==> src/rtl/board_io_pkg.sv <==
// Shared constants and types for the DE2 board input front end.
// Key indices, switch field positions and debounce FSM states.
package board_io_pkg;

  localparam int KEY_STEP = 0;
  localparam int KEY_RUN  = 1;
  localparam int KEY_SEL  = 2;
  localparam int KEY_WORD = 3;

  localparam int SW_HALF_SEL = 16;

  localparam int DB_CYCLES_DEFAULT = 500000;

  typedef enum logic {
    STABLE_UP,
    STABLE_DN
  } db_state_t;

endpackage

==> src/rtl/key_debounce.sv <==
// One-key synchronizer + debounce FSM; press pulses once per accepted fall.
// Ports: clk, rst_n, key_n_raw (async, 0=pressed), stable (1=up), press.
module key_debounce
  import board_io_pkg::*;
#(
  parameter int DB_CYCLES = DB_CYCLES_DEFAULT,
  parameter int CNT_W     = 20
) (
  input  logic clk,
  input  logic rst_n,
  input  logic key_n_raw,
  output logic stable,
  output logic press
);

  localparam logic [CNT_W-1:0] CNT_LAST =
    CNT_W'(DB_CYCLES - 1);

  logic             s1;
  logic             ks;
  db_state_t        st;
  db_state_t        st_nxt;
  logic [CNT_W-1:0] cnt;
  logic [CNT_W-1:0] cnt_nxt;
  logic             press_nxt;

  always_ff @(posedge clk or negedge rst_n) begin
    if (!rst_n) begin
      s1 <= 1'b1;
      ks <= 1'b1;
    end else begin
      s1 <= key_n_raw;
      ks <= s1;
    end
  end

  always_ff @(posedge clk or negedge rst_n) begin
    if (!rst_n) begin
      st    <= STABLE_UP;
      cnt   <= '0;
      press <= 1'b0;
    end else begin
      st    <= st_nxt;
      cnt   <= cnt_nxt;
      press <= press_nxt;
    end
  end

  // Any cycle agreeing with the stable level restarts the count,
  // so only an unbroken run of DB_CYCLES disagreements flips it.
  always_comb begin
    st_nxt    = st;
    cnt_nxt   = '0;
    press_nxt = 1'b0;
    unique case (st)
      STABLE_UP: begin
        if (!ks) begin
          if (cnt == CNT_LAST) begin
            st_nxt    = STABLE_DN;
            press_nxt = 1'b1;
          end else begin
            cnt_nxt = cnt + 1'b1;
          end
        end
      end
      STABLE_DN: begin
        if (ks) begin
          if (cnt == CNT_LAST) begin
            st_nxt = STABLE_UP;
          end else begin
            cnt_nxt = cnt + 1'b1;
          end
        end
      end
    endcase
  end

  assign stable = (st == STABLE_UP);

endmodule

==> src/rtl/board_input_ctrl.sv <==
// DE2 input front end: debounced KEYs drive step/run/select/word entry.
// Ports: clk, rst_n, key_n[3:0], sw[17:0] -> step_pulse, run_mode,
// cpu_en, selm[2:0], word_out[31:0], word_load.
module board_input_ctrl
  import board_io_pkg::*;
#(
  parameter int DB_CYCLES = DB_CYCLES_DEFAULT,
  parameter int CNT_W     = 20
) (
  input  logic        clk,
  input  logic        rst_n,
  input  logic [3:0]  key_n,
  input  logic [17:0] sw,
  output logic        step_pulse,
  output logic        run_mode,
  output logic        cpu_en,
  output logic [2:0]  selm,
  output logic [31:0] word_out,
  output logic        word_load
);

  logic [3:0]  stable;
  logic [3:0]  press;
  logic [16:0] sw_q1;
  logic [16:0] sw_q2;
  logic        unused_ok;

  for (genvar i = 0; i < 4; i++) begin : g_key
    key_debounce #(
      .DB_CYCLES (DB_CYCLES),
      .CNT_W     (CNT_W)
    ) u_db (
      .clk       (clk),
      .rst_n     (rst_n),
      .key_n_raw (key_n[i]),
      .stable    (stable[i]),
      .press     (press[i])
    );
  end

  // sw[17] is reserved; stable levels are not needed here.
  assign unused_ok = ^{sw[17], stable};

  always_ff @(posedge clk or negedge rst_n) begin
    if (!rst_n) begin
      sw_q1 <= '0;
      sw_q2 <= '0;
    end else begin
      sw_q1 <= sw[16:0];
      sw_q2 <= sw_q1;
    end
  end

  // All four key actions are independent and apply on the same edge.
  always_ff @(posedge clk or negedge rst_n) begin
    if (!rst_n) begin
      step_pulse <= 1'b0;
      run_mode   <= 1'b0;
      selm       <= 3'd0;
      word_out   <= 32'd0;
      word_load  <= 1'b0;
    end else begin
      step_pulse <= press[KEY_STEP];
      word_load  <= press[KEY_WORD];
      if (press[KEY_RUN]) begin
        run_mode <= ~run_mode;
      end
      if (press[KEY_SEL]) begin
        selm <= selm + 3'd1;
      end
      if (press[KEY_WORD]) begin
        if (sw_q2[SW_HALF_SEL]) begin
          word_out[31:16] <= sw_q2[15:0];
        end else begin
          word_out[15:0] <= sw_q2[15:0];
        end
      end
    end
  end

  assign cpu_en = run_mode | step_pulse;

endmodule

==> config.mk <==
export PLATFORM = sky130hd
export DESIGN_NAME = board_input_ctrl
export DESIGN_NICKNAME = d
export VERILOG_FILES = /design/src/rtl/board_io_pkg.sv /design/src/rtl/key_debounce.sv /design/src/rtl/board_input_ctrl.sv
export SDC_FILE = /design/constraint.sdc
export NUM_CORES = 1
export LEC_CHECK = 0
export BUFFER_PORTS_ARGS = -buffer_cell sky130_fd_sc_hd__buf_2
export CAP_MARGIN = 20
export CORE_AREA = 2 2 115 117
export CTS_CLUSTER_DIAMETER = 50
export DETAILED_ROUTE_END_ITERATION = 8
export DIE_AREA = 0 0 117 119
export MAX_ROUTING_LAYER = met4
export PLACE_DENSITY_LB_ADDON = 0.1
export SYNTH_ARGS = -nofsm -noshare
export SYNTH_HDL_FRONTEND = slang
export SYNTH_SLANG_ARGS = --single-unit
export TNS_END_PERCENT = 10
==> constraint.sdc <==
create_clock -name clk -period 3 [get_ports clk]
set_input_delay 0.3 -clock clk [delete_from_list [all_inputs] [get_ports clk]]
set_output_delay 0.3 -clock clk [all_outputs]
set_load 0.03 [all_outputs]
==> results.txt <==
----------------------------------------------------
[Timing]
  Final-layout setup total negative slack ... 0 ns
  Skew final ... about 0.0080 ns
  Upper clock frequency limit ... between 400 and 500 MHz
  Pins over their slew limit ... 0
  Final critical-path required period ... between 2 and 2.5 ns
  Final hold violation count ... 0
  Transition time of the tightest slew-check pin ... about 0.80 ns
  Worst slew slack as a fraction of its limit ... between 40% and 50%
  Total of endpoints with negative setup slack in the final report ... 0
  Crit share post-route ... 72.9%
  Fin Hold WS ... ~0.35 ns
  RSZ-0062 raised after global routing ... no

[Cells and area]
  Share of post-route cells with drive strength above 1 ... 24.7%
  Net count reported at finish ... a little under 700
  Ant diodes ... 0
  Number of filler cells placed in the layout ... 997
  Core Util, Final ... ~64%
  Layout Area Growth over Synthesis ... 20.6%
  Multi-input combinational cell area ... 2520 um^2
  Sequential standard cell area ... roughly 4200 um^2

[Place]
  Placer congestion estimate ... 0.847
  Detailed placer's ending HPWL ... about 8000 um
  Port-buffer cells ... 61

[Yosys]
  Area fraction of the dominant cell type after synthesis ... 58.4%
  Cell types with the largest area share after synthesis ... dfrtp_1 58%, xnor2_1 5.5%, mux2_2 5.4%, nor2_1 3.1%, dfstp_2 3.1%
  Post-synthesis cell area ... a little under 7000 um^2
  Synthesized-area fraction occupied by ao, oa, aoi and oai cells ... 4.37%
  Yosys warning total ... 0
  Fraction of the mapped netlist area in adder cells ... less than 1%
  Total nets after synthesis ... 590
  Share of synthesized registers carrying an async set or reset ... between 90% and 100%
  Leading cell type by number of instances after synthesis ... dfrtp_1
  Synth area leader ... dfrtp_1
  Number of enable flip-flop cells after synthesis ... 0
  Most numerous cell types in the synthesized netlist ... 160 x dfrtp_1, 57 x nor2_1, 43 x xnor2_1, 33 x mux2_2, 28 x nand2_1
  Mean instance size in the synthesized netlist ... approximately 12 um^2
  Synth unique cells ... 45
  Multiplexer share of the synthesized area ... under 10%
  Number of register bits inferred by synthesis ... around 170
  Count of mapped cells out of synthesis ... roughly 560
  Sequential fraction of the synthesis area ... between 60% and 70%
  Post-synthesis share of cell area spent on xor and xnor gates ... 7.80%
  Simple-gate area share of the yosys netlist ... between 15 and 20%
  Main combinational cell family by area after synthesis ... simple AND/OR/NAND/NOR gates
  Prevailing post-synth register cell ... dfrtp_1

[Critical path]
  Endpoint required time on the critical path ... ~3.3 ns
  Kind of start point of the critical path ... register
  Arrival time of data at the critical path endpoint ... between 2 and 3 ns
  Max FO, Critical Path ... 11
  Critical path capture point type ... register
  Crit Path Category ... reg2reg

[Die]
  Starting density of the core ... a little over half
  Floorplan row count ... between 40 and 50
  Area of the core ... ~13,000 um^2
  I/O Pins ... 63
  Total die area ... 13,900 um^2
  Chip Height ... approximately 120 um
  Horiz. Die Dim ... around 120 um

[Clocking]
  Clock sinks ... ~170
  CTS buffer count ... 17
  Quantity of gates resized following cts ... 0
  CTS clk-pin slew, worst paths ... ~0.060 ns
  Root Buffer ... clkbuf_16
  Deepest level of the CTS H-tree ... 4
  Number of buffers inserted by hold repair at cts ... 22
  Clock latency on the worst-skew pair ... ~0.43 ns
  Clock tree from TritonCTS ... built
  Setup Fix Bufs, Post-CTS ... 0
  Bufs on Longest Clock Path ... 2

[Pwr]
  Worst supply voltage drop on vdd ... around 480 uV
  Leak ... around 0.0037 uW
  Cell Pwr Density ... between 500 and 600 nW/um^2
  Clock group share of total power ... between 40% and 50%
  Power spent charging and discharging nets ... 1000 uW
  Cell-internal power ... roughly 4000 uW
  Relative contribution of sequential cells to total power ... a little under half
  Power share of the combinational group ... about 2.8%
  Net Sw Frac ... about a fifth

[GRT]
  Total grt overflow ... 0
  Number of antenna violations at the first check in global routing ... 0
  Grt peak-use layer ... met2
  Global-route track usage on met2 ... between 30% and 40%
  Met3 Use GR ... under 10%
  Global-route total usage across every layer ... 19.9%
  First-pass GRT wire length ... between 20,000 and 25,000 um
  Number of global-route vias before repair ... 4,460
  Pin count of the biggest net entering global routing ... 73
  Met1 Usage GRT ... approximately a quarter

[Route]
  Violation count after the first detailed-route iteration ... 325
  Residual DRC ... 0
  Per-cell routed wire length ... 14.7 um
  Vias/cell ... 5.33
  Final ANT Viol Nets ... 0
  Number of iterations in the first detailed-routing pass ... 4
  Count of vias placed by the detailed router ... approximately 4.5k
  Total routed wirelength ... around 12,000 um

[Outcome]
  Run status ... finished, final reports clean

[Flow run]
  Number of max-cap violations ... 0

[Hold path]
  Worst min path class ... reg2reg

----------------------------------------------------
kinds of logic after synthesis:
kind of cell / Yosys count
AOI/OAI and AO/OA: 45
adders and majority gates: 5
xor gates and xnor gates: 61
and+or+nand+nor: 221
buffers and inverters: 26
muxes: 35
DFF: 168
stage by stage:
stage	power (uW)	cell area (um^2)	setup WS (ns)	cells
finish	4900	8260	0.814	844
global route	5080	8260	0.675	844
CTS	4960	8260	0.794	844
detailed placement	2500	7370	0.804	791
global placement	2490	7370	0.840	791
floorplan	2420	6850	1.14	561
power groups by stage:
stage	Sequential, uW	Clock [uW]	Combinational, uW
finish	2340	2430	135
global route	2340	2580	155
CTS	2340	2480	140
detailed placement	2380	0	115
global placement	2380	0	113
floorplan	2370	0	43.3
worst paths after layout:
kind / start / end / slack [ns] / cells after the start
min reg2reg: sw_q1[15]$_DFF_PN0_ / sw_q2[15]$_DFF_PN0_ / 0.35 / 0
min in group asynchronous: rst_n / g_key[1].u_db.cnt[17]$_DFF_PN0_ / 0.44 / 2
max: g_key[1].u_db.cnt[0]$_DFF_PN0_ / g_key[1].u_db.cnt[2]$_DFF_PN0_ / 0.81 / 5
max reg2reg: g_key[1].u_db.cnt[0]$_DFF_PN0_ / g_key[1].u_db.cnt[2]$_DFF_PN0_ / 0.81 / 5
max in group asynchronous: rst_n / g_key[2].u_db.s1$_DFF_PN1_ / 1.70 / 3
min: sw_q1[15]$_DFF_PN0_ / sw_q2[15]$_DFF_PN0_ / 0.35 / 0
worst max-delay path, stage by stage (launching register included):
cell,delay (ns)
dfrtp_1,0.40
ha_1,0.24
nand4_2,0.27
o41ai_4,0.77
buf_4,0.33
nor2_1,0.08
cell type report:
class,count,share of cell area (%)
flip-flops and latches,168,51.0
multi-input cells,367,30.6
repair buffers,88,7.04
clock buffers,19,5.48
well taps,176,2.67
clock inverters,12,2.58
inverters,14,0.636
routing by layer:
layer / vias up / share of wire, %
met5: - / 0
met4: 0 / 1.1
met3: 8 / 3.7
met2: 63 / 50
met1: 2258 / 45
li1: 2170 / -
cell usage in the layout, fill, tap and decap left out, types with 13 or more instances in the layout:
master,instances
dfrtp_1,160
buf_2,60
nor2_1,57
xnor2_1,43
mux2_2,33
nand2_1,28
dlygate4sd3_1,22
nand4_1,20
nor3_1,19
nand3_1,18
xor2_1,18
a21oi_1,17
clkbuf_16,17
or3_1,15
nor4_1,15
inv_1,14
o21ai_0,13
state kept, by name, summed over array words and instances, names as in the netlist, named ones only:
| register | flops |
|---|---|
| sw_q1 | 17 |
| step_pulse | 1 |
| selm | 3 |
| run_mode | 1 |
| g_key.u_db.ks | 4 |
| sw_q2 | 17 |
| g_key.u_db.press | 4 |
| word_out | 32 |
| g_key.u_db.s1 | 4 |
| g_key.u_db.cnt | 80 |
| word_load | 1 |
Power figures use the tool's default switching activity.
